### config.mk
export PLATFORM = sky130hd
export DESIGN_NAME = mtrp_bit_decoder_flat
export DESIGN_NICKNAME = d
export VERILOG_FILES = /design/src/rtl/mtrp_bit_decoder_if.sv /design/src/rtl/mtrp_bit_decoder.sv /design/src/flat_wrapper.sv
export SDC_FILE = /design/constraint.sdc
export NUM_CORES = 1
export LEC_CHECK = 0
export CAP_MARGIN = 40
export CORE_UTILIZATION = 42
export CTS_CLUSTER_DIAMETER = 200
export CTS_CLUSTER_SIZE = 40
export DETAILED_ROUTE_END_ITERATION = 16
export SLEW_MARGIN = 5
export SYNTH_ARGS = -nofsm -noshare
export SYNTH_HDL_FRONTEND = slang
export SYNTH_SLANG_ARGS = --single-unit
### constraint.sdc
create_clock -name clk -period 3.84 [get_ports clk]
set_clock_uncertainty 0.2 [all_clocks]
set_input_delay 0.576 -clock clk [delete_from_list [all_inputs] [get_ports clk]]
set_output_delay 0.576 -clock clk [all_outputs]
set_load 0.05 [all_outputs]
### src/rtl/mtrp_bit_decoder_if.sv
// Bus between the MTRP receiver front end and the Manchester bit decoder.
// The receiver side (master) drives the ce strobe and the half-wave
// detections; the decoder side (slave) returns the recovered word, the
// DV/ERR pulses, the measured half-period and the busy flag.
//
// Handshake: there is no ready signal and no backpressure. DV and ERR are
// single-clk pulses, never asserted together; DAT and HT are only
// meaningful as held values and must be captured on the DV pulse.
interface mtrp_bit_decoder_if #(
    parameter int WIDTH = 8,
    parameter int CW    = 8
);
    logic             ce;
    logic             RXP;
    logic             RXN;
    logic [WIDTH-1:0] DAT;
    logic             DV;
    logic             ERR;
    logic [CW-1:0]    HT;
    logic             BUSY;

    modport master (
        output ce, RXP, RXN,
        input  DAT, DV, ERR, HT, BUSY
    );

    modport slave (
        input  ce, RXP, RXN,
        output DAT, DV, ERR, HT, BUSY
    );
endinterface

### src/rtl/mtrp_bit_decoder.sv
// Manchester bit decoder for the MTRP receiver.
// Measures the half-period on the high half of the start bit, then samples
// each following half-bit open loop in its middle and decodes (P,N)=1,
// (N,P)=0, MSB first. All timing is in ce ticks; nothing advances when ce=0.
// dbg_state exposes the FSM encoding for external checkers.
module mtrp_bit_decoder #(
    parameter int WIDTH = 8,
    parameter int CW    = 8,
    parameter int HMIN  = 3
) (
    input  logic                clk,
    input  logic                res,
    mtrp_bit_decoder_if.slave   bus,
    output logic [2:0]          dbg_state
);

    // Half index runs 0 (start second half) .. 2*WIDTH (last data half).
    localparam int HW = $clog2(2*WIDTH+2);

    localparam logic [2:0] IDLE   = 3'd0;
    localparam logic [2:0] MEAS   = 3'd1;
    localparam logic [2:0] START2 = 3'd2;
    localparam logic [2:0] DATA   = 3'd3;
    localparam logic [2:0] DRAIN  = 3'd4;

    localparam logic [CW-1:0] ONE     = CW'(1);
    localparam logic [CW:0]   ONE_W   = (CW+1)'(1);
    localparam logic [CW-1:0] CNT_TOP = {CW{1'b1}};
    localparam logic [CW-1:0] HMIN_C  = CW'(HMIN);
    localparam logic [HW-1:0] HONE    = HW'(1);
    localparam logic [HW-1:0] LAST_HI = HW'(2*WIDTH);

    logic [2:0]       state;
    logic [CW-1:0]    cnt;
    logic [CW-1:0]    ph;
    logic [HW-1:0]    hi;
    logic [CW-1:0]    dcnt;
    logic [WIDTH-1:0] sreg;
    logic             first_p;
    logic             first_n;
    logic [WIDTH-1:0] dat_q;
    logic             dv_q;
    logic             err_q;
    logic [CW-1:0]    ht_q;

    logic             smp_p;
    logic             smp_n;
    logic             smp_z;
    logic [CW-1:0]    half;
    logic             at_mid;
    logic             at_wrap;
    logic [CW-1:0]    ph_nxt;
    logic [HW-1:0]    hi_nxt;
    logic             code_one;
    logic             code_zero;
    logic [WIDTH-1:0] sreg_nxt;
    logic [CW:0]      dcnt_inc;
    logic             drain_done;

    // Line classification, sample-point timing and bit decode for this tick.
    always_comb begin
        smp_p      = bus.RXP & ~bus.RXN;
        smp_n      = bus.RXN & ~bus.RXP;
        smp_z      = ~(smp_p | smp_n);
        half       = ht_q >> 1;
        at_mid     = (ph == half);
        at_wrap    = (ph == (ht_q - ONE));
        ph_nxt     = at_wrap ? '0 : (ph + ONE);
        hi_nxt     = at_wrap ? (hi + HONE) : hi;
        code_one   = first_p & smp_n;
        code_zero  = first_n & smp_p;
        sreg_nxt   = {sreg[WIDTH-2:0], code_one};
        dcnt_inc   = {1'b0, dcnt} + ONE_W;
        // An HT of 0 (no start accepted yet) still needs one quiet tick.
        drain_done = (dcnt_inc >= {1'b0, ht_q});
    end

    // Frame FSM: measure start, sample mid half-bits, drain until quiet.
    always_ff @(posedge clk or posedge res) begin
        if (res) begin
            state   <= IDLE;
            cnt     <= '0;
            ph      <= '0;
            hi      <= '0;
            dcnt    <= '0;
            sreg    <= '0;
            first_p <= 1'b0;
            first_n <= 1'b0;
            dat_q   <= '0;
            dv_q    <= 1'b0;
            err_q   <= 1'b0;
            ht_q    <= '0;
        end else begin
            dv_q  <= 1'b0;
            err_q <= 1'b0;
            if (bus.ce) begin
                case (state)
                    IDLE: begin
                        if (smp_p) begin
                            cnt   <= ONE;
                            state <= MEAS;
                        end
                    end
                    MEAS: begin
                        if (smp_p) begin
                            if (cnt == (CNT_TOP - ONE)) begin
                                // Line stuck high: counter would saturate.
                                err_q <= 1'b1;
                                dcnt  <= '0;
                                state <= DRAIN;
                            end else begin
                                cnt <= cnt + ONE;
                            end
                        end else if (cnt < HMIN_C) begin
                            // Too short to be a start bit: glitch.
                            state <= IDLE;
                        end else begin
                            // This tick is t0; ph holds the offset of the next tick.
                            ht_q  <= cnt;
                            ph    <= ONE;
                            hi    <= '0;
                            sreg  <= '0;
                            state <= START2;
                        end
                    end
                    START2: begin
                        if (at_mid && !smp_n) begin
                            err_q <= 1'b1;
                            dcnt  <= '0;
                            state <= DRAIN;
                        end else begin
                            ph <= ph_nxt;
                            hi <= hi_nxt;
                            if (at_wrap) begin
                                state <= DATA;
                            end
                        end
                    end
                    DATA: begin
                        if (at_mid && hi[0]) begin
                            // First half of a bit: hold the sample for the pair.
                            first_p <= smp_p;
                            first_n <= smp_n;
                            ph      <= ph_nxt;
                            hi      <= hi_nxt;
                        end else if (at_mid) begin
                            if (code_one || code_zero) begin
                                sreg <= sreg_nxt;
                                if (hi == LAST_HI) begin
                                    dat_q <= sreg_nxt;
                                    dv_q  <= 1'b1;
                                    dcnt  <= '0;
                                    state <= DRAIN;
                                end else begin
                                    ph <= ph_nxt;
                                    hi <= hi_nxt;
                                end
                            end else begin
                                err_q <= 1'b1;
                                dcnt  <= '0;
                                state <= DRAIN;
                            end
                        end else begin
                            ph <= ph_nxt;
                            hi <= hi_nxt;
                        end
                    end
                    DRAIN: begin
                        if (smp_z) begin
                            if (drain_done) begin
                                dcnt  <= '0;
                                state <= IDLE;
                            end else begin
                                dcnt <= dcnt + ONE;
                            end
                        end else begin
                            dcnt <= '0;
                        end
                    end
                    default: begin
                        state <= IDLE;
                    end
                endcase
            end
        end
    end

    // Registered outputs onto the bus.
    always_comb begin
        bus.DAT   = dat_q;
        bus.DV    = dv_q;
        bus.ERR   = err_q;
        bus.HT    = ht_q;
        bus.BUSY  = (state != IDLE);
        dbg_state = state;
    end

endmodule
### src/flat_wrapper.sv
// flat-port wrapper written by rule: the top's interface ports become plain ports
module mtrp_bit_decoder_flat 
#(
    parameter int WIDTH = 8,
    parameter int CW    = 8,
    parameter int HMIN  = 3
)
  (clk, res, dbg_state, bus_ce, bus_RXP, bus_RXN, bus_DAT, bus_DV, bus_ERR, bus_HT, bus_BUSY);
  mtrp_bit_decoder_if #(.WIDTH(WIDTH), .CW(CW)) bus_i ();
  input  logic clk;
  input  logic res;
  output logic [2:0] dbg_state;
  input wire logic [$bits(bus_i.ce)-1:0] bus_ce;
  input wire logic [$bits(bus_i.RXP)-1:0] bus_RXP;
  input wire logic [$bits(bus_i.RXN)-1:0] bus_RXN;
  output wire logic [$bits(bus_i.DAT)-1:0] bus_DAT;
  output wire logic [$bits(bus_i.DV)-1:0] bus_DV;
  output wire logic [$bits(bus_i.ERR)-1:0] bus_ERR;
  output wire logic [$bits(bus_i.HT)-1:0] bus_HT;
  output wire logic [$bits(bus_i.BUSY)-1:0] bus_BUSY;
  assign bus_i.ce = bus_ce;
  assign bus_i.RXP = bus_RXP;
  assign bus_i.RXN = bus_RXN;
  assign bus_DAT = bus_i.DAT;
  assign bus_DV = bus_i.DV;
  assign bus_ERR = bus_i.ERR;
  assign bus_HT = bus_i.HT;
  assign bus_BUSY = bus_i.BUSY;
  mtrp_bit_decoder #(.WIDTH(WIDTH), .CW(CW), .HMIN(HMIN)) u_core (.clk(clk), .res(res), .bus(bus_i), .dbg_state(dbg_state));
endmodule
Yosys cells after proc, flatten, opt, wreduce, memory -nomap -nowiden:

Cells that the tools add are included.

* equality and inequality tests: 26
* magnitude comparators: 2
* bitwise operators: 10
* add/sub/neg operators: 6
* mux-type cells: 65
* reduce and logical (&&, ||, !) cells: 18

Operators by type and width (number)
* 8-bit two-way mux: 20
* 5-bit two-way mux: 8
* 7-bit two-way mux: 5
* 3-bit two-way mux: 11
* 8-bit one-hot mux with 4 select lines: 1
* 8-bit by 1-bit adder with 8-bit output, second input constant: 3
* 8-bit one-hot mux with 3 select lines: 1
* 8-bit one-hot mux with 2 select lines: 1
* 3-bit one-hot mux with 5 select lines: 1
* 5-bit one-hot mux with 3 select lines: 1
* 2-bit by 1-bit inequality test with 1-bit output, second input constant: 7
* 7-bit one-hot mux with 2 select lines: 1
* 7-bit AND reduction: 2
* 1-bit two-way mux: 13
* 2-bit inequality test, second input constant: 6
* 8-bit by 1-bit adder with 9-bit output, second input constant: 1
* 9-bit by 8-bit >= comparator with 1-bit output: 1
* 9-bit AND reduction: 1
* 8-bit by 7-bit equality test with 1-bit output: 1
* 8-bit equality test: 1
* 8-bit equality test, second input constant: 1
* 8-bit by 2-bit < comparator with 1-bit output, second input constant: 1
* 4-bit inequality test, second input constant: 2
* 8-bit AND reduction: 1
* other kinds (24): 36

* flip-flop bits (word level): 59
* word-level logic and storage cells: 139

Logic depth before layout (Yosys ltp):

Gate-level depths: netlist of the first run.

* depth in word-level cells: 9
* mapped depth: 12

Worst setup path before layout of the first run:

OpenSTA, ideal clock, no wires.

* kind: reg-to-reg
* start: reg u_core.ht_q[0] (netlist: u_core.bus.HT[0])
* end: reg u_core.ph[6]
* clock period less this slack: 2.913 ns
* data arrival time: 2.649 ns
* setup slack: 0.927 ns
* stages on the path, launching flop included: 9
* setup time: 0.064 ns
* cells stage by stage: dfrtp_1 or3_4 or3_4 or3_4 xnor2_4 a31oi_4 clkbuf_1 a21boi_0 a21o_1

* longest elaborated chain between the ends: 8
* elaborated cells on any way between the ends: 9

RTL lines
* start, declared: line mtrp_bit_decoder.sv:44 `logic [CW-1:0] ht_q;`
* start signal, assigned: line mtrp_bit_decoder.sv:119 `ht_q <= cnt;`
* 8-bit by 1-bit subtractor with 8-bit output *: line mtrp_bit_decoder.sv:67 `at_wrap = (ph == (ht_q - ONE));`
* 8-bit equality test *: line mtrp_bit_decoder.sv:67
* 8-bit two-way mux *: line mtrp_bit_decoder.sv:68 `ph_nxt = at_wrap ? '0 : (ph + ONE);`
* 8-bit two-way mux: line mtrp_bit_decoder.sv:149 `if (hi == LAST_HI) begin`
* 8-bit two-way mux: line mtrp_bit_decoder.sv:147 `if (code_one || code_zero) begin`
* 8-bit two-way mux: line mtrp_bit_decoder.sv:146 `end else if (at_mid) begin`
* 8-bit two-way mux: line mtrp_bit_decoder.sv:140 `if (at_mid && hi[0]) begin`
* 8-bit one-hot mux with 3 select lines *: line mtrp_bit_decoder.sv:97 `case (state)`
* end signal, assigned: line mtrp_bit_decoder.sv:144 `ph <= ph_nxt;`
* end signal, assigned: line mtrp_bit_decoder.sv:155 `ph <= ph_nxt;`
* end signal, assigned: line mtrp_bit_decoder.sv:164 `ph <= ph_nxt;`
* end, declared: line mtrp_bit_decoder.sv:35 `logic [CW-1:0] ph;`

Every way passes the cells marked *; elsewhere a longest branch is shown, timed or not. The select of a mux whose other input is x is not followed.
A chain may end at the register's enable or synchronous reset.

Final worst setup path of the first run:

* start: in bus_RXP
* end: reg u_core.dcnt[6]

* longest elaborated chain between the ends: 8
* elaborated cells on any way between the ends: 18

RTL lines
* start, declared: line flat_wrapper.sv:14 `input wire logic [$bits(bus_i.RXP)-1:0] bus_RXP;`
* 1-bit NOT *: line mtrp_bit_decoder.sv:63 `smp_n = bus.RXN & ~bus.RXP;`
* 1-bit AND *: line mtrp_bit_decoder.sv:63
* via u_core.smp_n: line mtrp_bit_decoder.sv:47 `logic smp_n;`
* 1-bit AND: line mtrp_bit_decoder.sv:70 `code_one = first_p & smp_n;`
* 1-bit logical OR: line mtrp_bit_decoder.sv:147
* 8-bit two-way mux: line mtrp_bit_decoder.sv:147
* 8-bit two-way mux: line mtrp_bit_decoder.sv:146
* 8-bit two-way mux: line mtrp_bit_decoder.sv:140
* 8-bit one-hot mux with 4 select lines: line mtrp_bit_decoder.sv:97
* end signal, assigned: line mtrp_bit_decoder.sv:174 `dcnt <= dcnt + ONE;`
* end, declared: line mtrp_bit_decoder.sv:37 `logic [CW-1:0] dcnt;`

The timed path passes the listed nets; every way through them passes the cells marked *. The select of a mux whose other input is x is not followed.

==> flow_metrics.tcl, run 1 <==
set metrics [dict create \
    fin_crit_sh_pct 84.71 \
    root_buffer "clkbuf_8" \
    worstReg2RegEnd "u_core.dcnt[6]$_DFFE_PP0P_" \
    vias 2893 \
    initial_utilization_pct 43.64 \
    dieArea_um2 8954 \
    fillers 783 \
    dieWidth_um 94.63 \
    synth.most_common_cell "dfrtp_1" \
    power.leakage_nw 1.874 \
    grt_max_degree 60 \
    synth-seq-cells 59 \
    critPathCaptureType "flop" \
    setup_violations 0 \
    detail_route.first_pass.iterations 4 \
    setup_tns_ps 0 \
    critPathMaxStageDelay_ps 550 \
    slew_headroom_pct 50.83 \
    post_cts_resized 0 \
    path_buf_inv 2 \
    place_congestion 0.8484 \
    yosys.area.top_type "dfrtp_1" \
    areaGrowthSynthToFinish_pct 16.94 \
    period_minus_slack_ps 3253 \
    synthDistinctLibCells 53 \
    worstPathArrival_ps 3320 \
    grt_pass1_wl_mm 13.06 \
    power_density_nw_per_um2 669.6 \
    synth_ff_type "dfrtp_1" \
    criticalPathCategory "in2reg" \
    numPortBuffers 26 \
    rrSetupSlack_ps 760 \
    startpoint_type "primary input" \
    row_count 33 \
    drc 0 \
    cp_max_fo 8 \
    crit_required_ps 3910 \
    cts_made_buffers 9 \
    synth_edf_count 0 \
    drtAntennaViolNets 0 \
    synth_area_um2 3603 \
    synth_common_cells "59 x dfrtp_1, 37 x nand2_1, 30 x o21ai_0" \
    worst_slack_ps 587.3 \
    worstHoldEndpoint "u_core.bus.DAT[7]$_DFFE_PP0P_" \
    clock-sinks 59 \
    core_area_um2 8258 \
    synth_seq_area_share_pct 40.97 \
    hold_buffers 0 \
    slew_viol_final 0 \
    nNetsFinal 438 \
    synthArstFlopShare_pct 100.0 \
    max_cap_viol_count 0 \
    io_pins 27 \
    grtUsageTotal_pct 19.42 \
    syn_nets 411 \
    avgSynthCellArea_um2 9.263 \
    first_iter_violations 154 \
    grt_pass1_vias 2697 \
    hold_depth 1 \
    fmax_ghz 0.3074 \
    cts.reportedPaths.clkPinSlew_ps 70 \
    drive_above_1_share_pct 10.21 \
    syn_inst 389 \
    dieHeight_um 94.63 \
    grt_antenna_before_repair 0 \
    yosys.area.top_type_share_pct 40.97 \
    reg2regPathDepth 11 \
    finalHoldViolations 0 \
    ir_worst_vdd_mv 0.2722 \
    hp-start "u_core.bus.DAT[7]$_DFFE_PP0P_" \
    htreeDepth 3 \
    grt-ovfl-total 0 \
    dp_hpwl_mm 5.664 \
    preCtsSetupSlack_ps 247.9 \
    viasPerCell 5.500 \
    postCtsSetupRepairBufs 0 \
    r2r_start "u_core.dcnt[0]$_DFFE_PP0P_" \
    clkLatencyLatePin_ps 340 \
    tightestPinTransition_ps 737.6 \
    clockBufferDepth 2 \
    ys.warnings.count 0 \
    cp_slowest_cell "or4_1" \
    wl_per_cell_um 14.85 \
    status "finished, final reports clean" \
    rsz0062_at_grt "false" \
    routed_wl_mm 7.813 \
    hp-class "reg2reg" \
    ys_top_cells_by_area "dfrtp_1 41%, ha_1 5.9%, o21ai_0 4.2%" \
    antenna_cells 0 \
    path_cells "clkdlybuf4s50_1 -> inv_1 -> ha_1 -> or4_1 -> nor3_1 -> nor2_1 -> or3b_1 -> or2_1 -> o2bb2ai_1" \
    cpLargestDelayFamily "simple AND/OR/NAND/NOR gates" \
    cts_tree "built" \
]
-- layer usage --
layer / wire [um] / GRT usage, %
met3: 287 / 4.831
met5: 0 / 0
met2: 3829 / 30.34
met4: 110 / 7.702
met1: 3584 / 25.75
-- layout make-up --
type,count,area (um2),area share [%]
timing repair buffer,32,305.3,7.245
multi-input combinational,288,1962,46.56
tap,105,131.4,3.118
clock buffer,11,141.4,3.355
inverter,26,97.59,2.316
clock inverter,5,100.1,2.375
sequential,59,1476,35.04
-- registers in the layout (all words and copies together), names as in the netlist --
signal	count
u_core.first_n	1
u_core.bus.ERR	1
u_core.bus.DV	1
u_core.bus.DAT	8
u_core.dbg_state	3
u_core.bus.HT	8
u_core.sreg	7
u_core.hi	5
u_core.cnt	8
u_core.ph	8
u_core.first_p	1
u_core.dcnt	8
-- report_power, final --
| group | switching (mW) | leakage (nW) | internal (mW) | total [mW] |
|---|---|---|---|---|
| combinational | 0.736 | 0.957 | 0.490 | 1.23 |
| sequential | 0.189 | 0.794 | 0.715 | 0.904 |
| clock | 0.245 | 0.123 | 0.447 | 0.691 |
| total | 1.17 | 1.87 | 1.65 | 2.82 |
-- cell families (layout without fill, tap and decap cells) --
family	count (synthesis)	after routing	share of synthesized area, %
buffers and inverters	42	74	4.583
and+or+nand+nor	147	147	22.12
muxes	12	12	3.715
AOI/OAI and AO/OA	88	88	16.35
adders and majority gates	17	17	5.903
xor gates and xnor gates	24	24	6.354
DFF	59	59	40.97
-- worst reg2reg max path, cell delays in order (launching register included) --
cell and delay, ps:
dfrtp_1 440, ha_1 280, nand3_1 120, xnor2_1 220, ha_1 280, a21o_1 160
a211o_1 280, a41oi_1 180, o21a_1 230, nand2_1 180, or2_1 290, o2bb2ai_1 140
-- metrics by stage --
stage	cells	power, mW	hold WS [ps]	utilization [%]	area (um2)
floorplan	389	1.810	279.4	-	3603
global placement	510	2.129	289.9	48.11	3973
detailed placement	510	2.151	295.3	48.11	3973
CTS	526	2.855	310.5	51.03	4214
global route	526	3.004	338.1	51.03	4214
finish	526	2.822	307.1	51.03	4214
-- worst max-delay path by stage --
stage	from	end	slack, ps	cells past startpoint
2_1_floorplan	u_core.bus.HT[0]$_DFFE_PP0P_	u_core.ph[6]$_DFFE_PP0P_	930	8
3_3_place_gp	bus_RXP	u_core.dcnt[6]$_DFFE_PP0P_	330	9
3_5_place_dp	bus_RXP	u_core.dcnt[6]$_DFFE_PP0P_	250	9
4_1_cts	bus_RXP	u_core.dcnt[6]$_DFFE_PP0P_	630	9
5_1_grt	bus_RXP	u_core.dcnt[2]$_DFFE_PP0P_	430	9
6_report	bus_RXP	u_core.dcnt[6]$_DFFE_PP0P_	590	9
-- layout by cell type, fill, tap and decap left out, types with 3 or more instances in the layout --
| cell type | n |
|---|---|
| dfrtp_1 | 59 |
| nand2_1 | 37 |
| o21ai_0 | 30 |
| clkdlybuf4s50_1 | 26 |
| inv_1 | 25 |
| nand3_1 | 23 |
| nor2_1 | 21 |
| ha_1 | 17 |
| xnor2_1 | 12 |
| mux2_2 | 11 |
| xor2_1 | 11 |
| a21oi_1 | 10 |
| clkbuf_8 | 10 |
| nor2b_1 | 9 |
| a21o_1 | 8 |
| nand2b_1 | 7 |
| nand4_1 | 6 |
| or3_1 | 6 |
| nor3_1 | 6 |
| buf_4 | 6 |
| and3_1 | 5 |
| a31oi_1 | 5 |
| or4_1 | 5 |
| a22o_1 | 5 |
| or3_4 | 4 |
| o31ai_1 | 4 |
| o21bai_1 | 4 |
| and2_1 | 3 |
| nor4_1 | 3 |
| a211oi_1 | 3 |
| o2bb2ai_1 | 3 |
| bufinv_16 | 3 |
(Power assumes the default switching activity.)
==> run 2, diff against run 1 <==
Clock period 3.84 ns to 3.12 ns, I/O delays scaled along.
==> flow_metrics.tcl, run 2 (synthesis gave the netlist of run 1 again) <==
set metrics [dict create \
    layout_commonest_cell "dfrtp_1" \
    power_density_nw_per_um2 793.3 \
    slew_headroom_pct 62.44 \
    nNetsFinal 459 \
    drc 0 \
    hp-class "in2async" \
    initial_utilization_pct 43.64 \
    numPortBuffers 26 \
    period_minus_slack_ps 2948 \
    criticalPathCategory "reg2reg" \
    fin_crit_sh_pct 94.50 \
    cts.reportedPaths.clkPinSlew_ps 70 \
    clockBufferDepth 2 \
    root_buffer "clkbuf_8" \
    finalInstanceArea_um2 4380 \
    preCtsSetupSlack_ps -211.0 \
    grt-ovfl-total 0 \
    htreeDepth 3 \
    detail_route.first_pass.iterations 4 \
    slew_viol_final 0 \
    crit_required_ps 3190 \
    dp.cells 531 \
    setup_tns_ps 0 \
    status "finished, final reports clean" \
    row_count 33 \
    finalHoldViolations 0 \
    antenna_cells 0 \
    max_cap_viol_count 0 \
    viasPerCell 5.468 \
    worstPathArrival_ps 3010 \
    dieHeight_um 94.63 \
    finalPower_mw 3.475 \
    place_congestion 0.8389 \
    dieWidth_um 94.63 \
    worst_slack_ps 171.7 \
    cts_tree "built" \
    routed_wl_mm 8.194 \
    clock-sinks 59 \
    wl_per_cell_um 14.98 \
    io_pins 27 \
    final_cell_mix "59 x dfrtp_1, 37 x nand2_1, 30 x o21ai_0" \
    cts_made_buffers 9 \
    fillers 789 \
    grtUsageTotal_pct 20.61 \
    grt_antenna_before_repair 0 \
    critPathCaptureType "flop" \
    final_util_pct 53.05 \
    core_area_um2 8258 \
    cp_max_fo 6 \
    drive_above_1_share_pct 15.16 \
    drtAntennaViolNets 0 \
    grt_pass1_vias 2814 \
    placed_area_um2 4155 \
    rsz0062_at_grt "false" \
    tightestPinTransition_ps 562.6 \
    first_iter_violations 156 \
    dp_hpwl_mm 6.161 \
    hold_ws_ps 298.1 \
    fmax_ghz 0.3392 \
    setup_violations 0 \
    startpoint_type "flop" \
    dieArea_um2 8954 \
    power.leakage_nw 1.987 \
    clkLatencyLatePin_ps 340 \
    ir_worst_vdd_mv 0.3958 \
    areaGrowthSynthToFinish_pct 21.56 \
    grt_max_degree 34 \
    instances_no_fill 547 \
    vias 2991 \
    grt_pass1_wl_mm 13.96 \
]
## run 2: changes by cell type in the layout (fill, tap and decap cells not counted), sizes merged
| cell | previous run | this run |
|---|---|---|
| clkinvlp | 0 | 1 |
| buf | 6 | 27 |
| bufinv | 3 | 1 |
| clkbuf | 11 | 12 |
## run 2: path summary, 6_finish.rpt
kind | start | endpoint | slack (ps) | cells after the start
max reg2reg | u_core.dcnt[1]$_DFFE_PP0P_ | u_core.dbg_state[0]$_DFFE_PP0P_ | 170 | 11
min in group clk | u_core.bus.DAT[4]$_DFFE_PP0P_ | u_core.bus.DAT[4]$_DFFE_PP0P_ | 310 | 1
min | res | u_core.dbg_state[2]$_DFFE_PP0P_ | 300 | 2
max | u_core.dcnt[1]$_DFFE_PP0P_ | u_core.dbg_state[0]$_DFFE_PP0P_ | 170 | 11
min reg2reg | u_core.bus.DAT[4]$_DFFE_PP0P_ | u_core.bus.DAT[4]$_DFFE_PP0P_ | 310 | 1
max in group asynchronous | res | u_core.cnt[7]$_DFFE_PP0P_ | 1850 | 3
## run 2: worst max-delay path, stage by stage, from the launching register on
cell and delay [ps]:
dfrtp_1 390, ha_1 270, nand3_1 150, xnor2_2 170
ha_1 300, a21o_1 120, a211o_1 110, a41oi_1 40
o21a_1 230, or3_1 450, or3_1 340, o21ai_1 120
## run 2: cell type report
| type | count | area, um2 | area share [%] |
|---|---|---|---|
| flip-flops and latches | 59 | 1476 | 33.70 |
| clock inverters | 4 | 47.55 | 1.085 |
| inverters | 26 | 97.59 | 2.228 |
| repair buffers | 53 | 488.0 | 11.14 |
| multi-input cells | 288 | 1974 | 45.07 |
| well taps | 105 | 131.4 | 2.999 |
| clock buffers | 12 | 165.2 | 3.770 |
## run 2: report_power, final
part | internal [mW] | total, mW | switching (mW) | leakage [nW]
combinational | 0.674 | 1.64 | 0.966 | 1.08
sequential | 0.879 | 1.09 | 0.211 | 0.794
clock | 0.431 | 0.743 | 0.312 | 0.108
total | 1.99 | 3.47 | 1.49 | 1.99
## run 2: metal layers
layer	vias to the layer above	routed length [um]	GRT usage, %
met4	0	77	4.924
li1	1484	-	-
met3	6	248	5.958
met1	1466	3849	27.20
met5	-	0	0
met2	35	4019	33.21
## run 2: repair_timing
item,in CTS,in global routing
buffers inserted,0,0
hold buffers,0,0
resized for setup,0,2
endpoints found under the setup margin,0,4
endpoints found under the hold margin,0,0
==> run 3, diff against run 2 <==
Settings changed: ABC_CLOCK_PERIOD_IN_PS set to 3120, HOLD_SLACK_MARGIN set to 0.05, SLEW_MARGIN 5 to not set.
==> results of run 3 <==
Same layout as run 2: the final DEF is identical, and so are final timing and power.
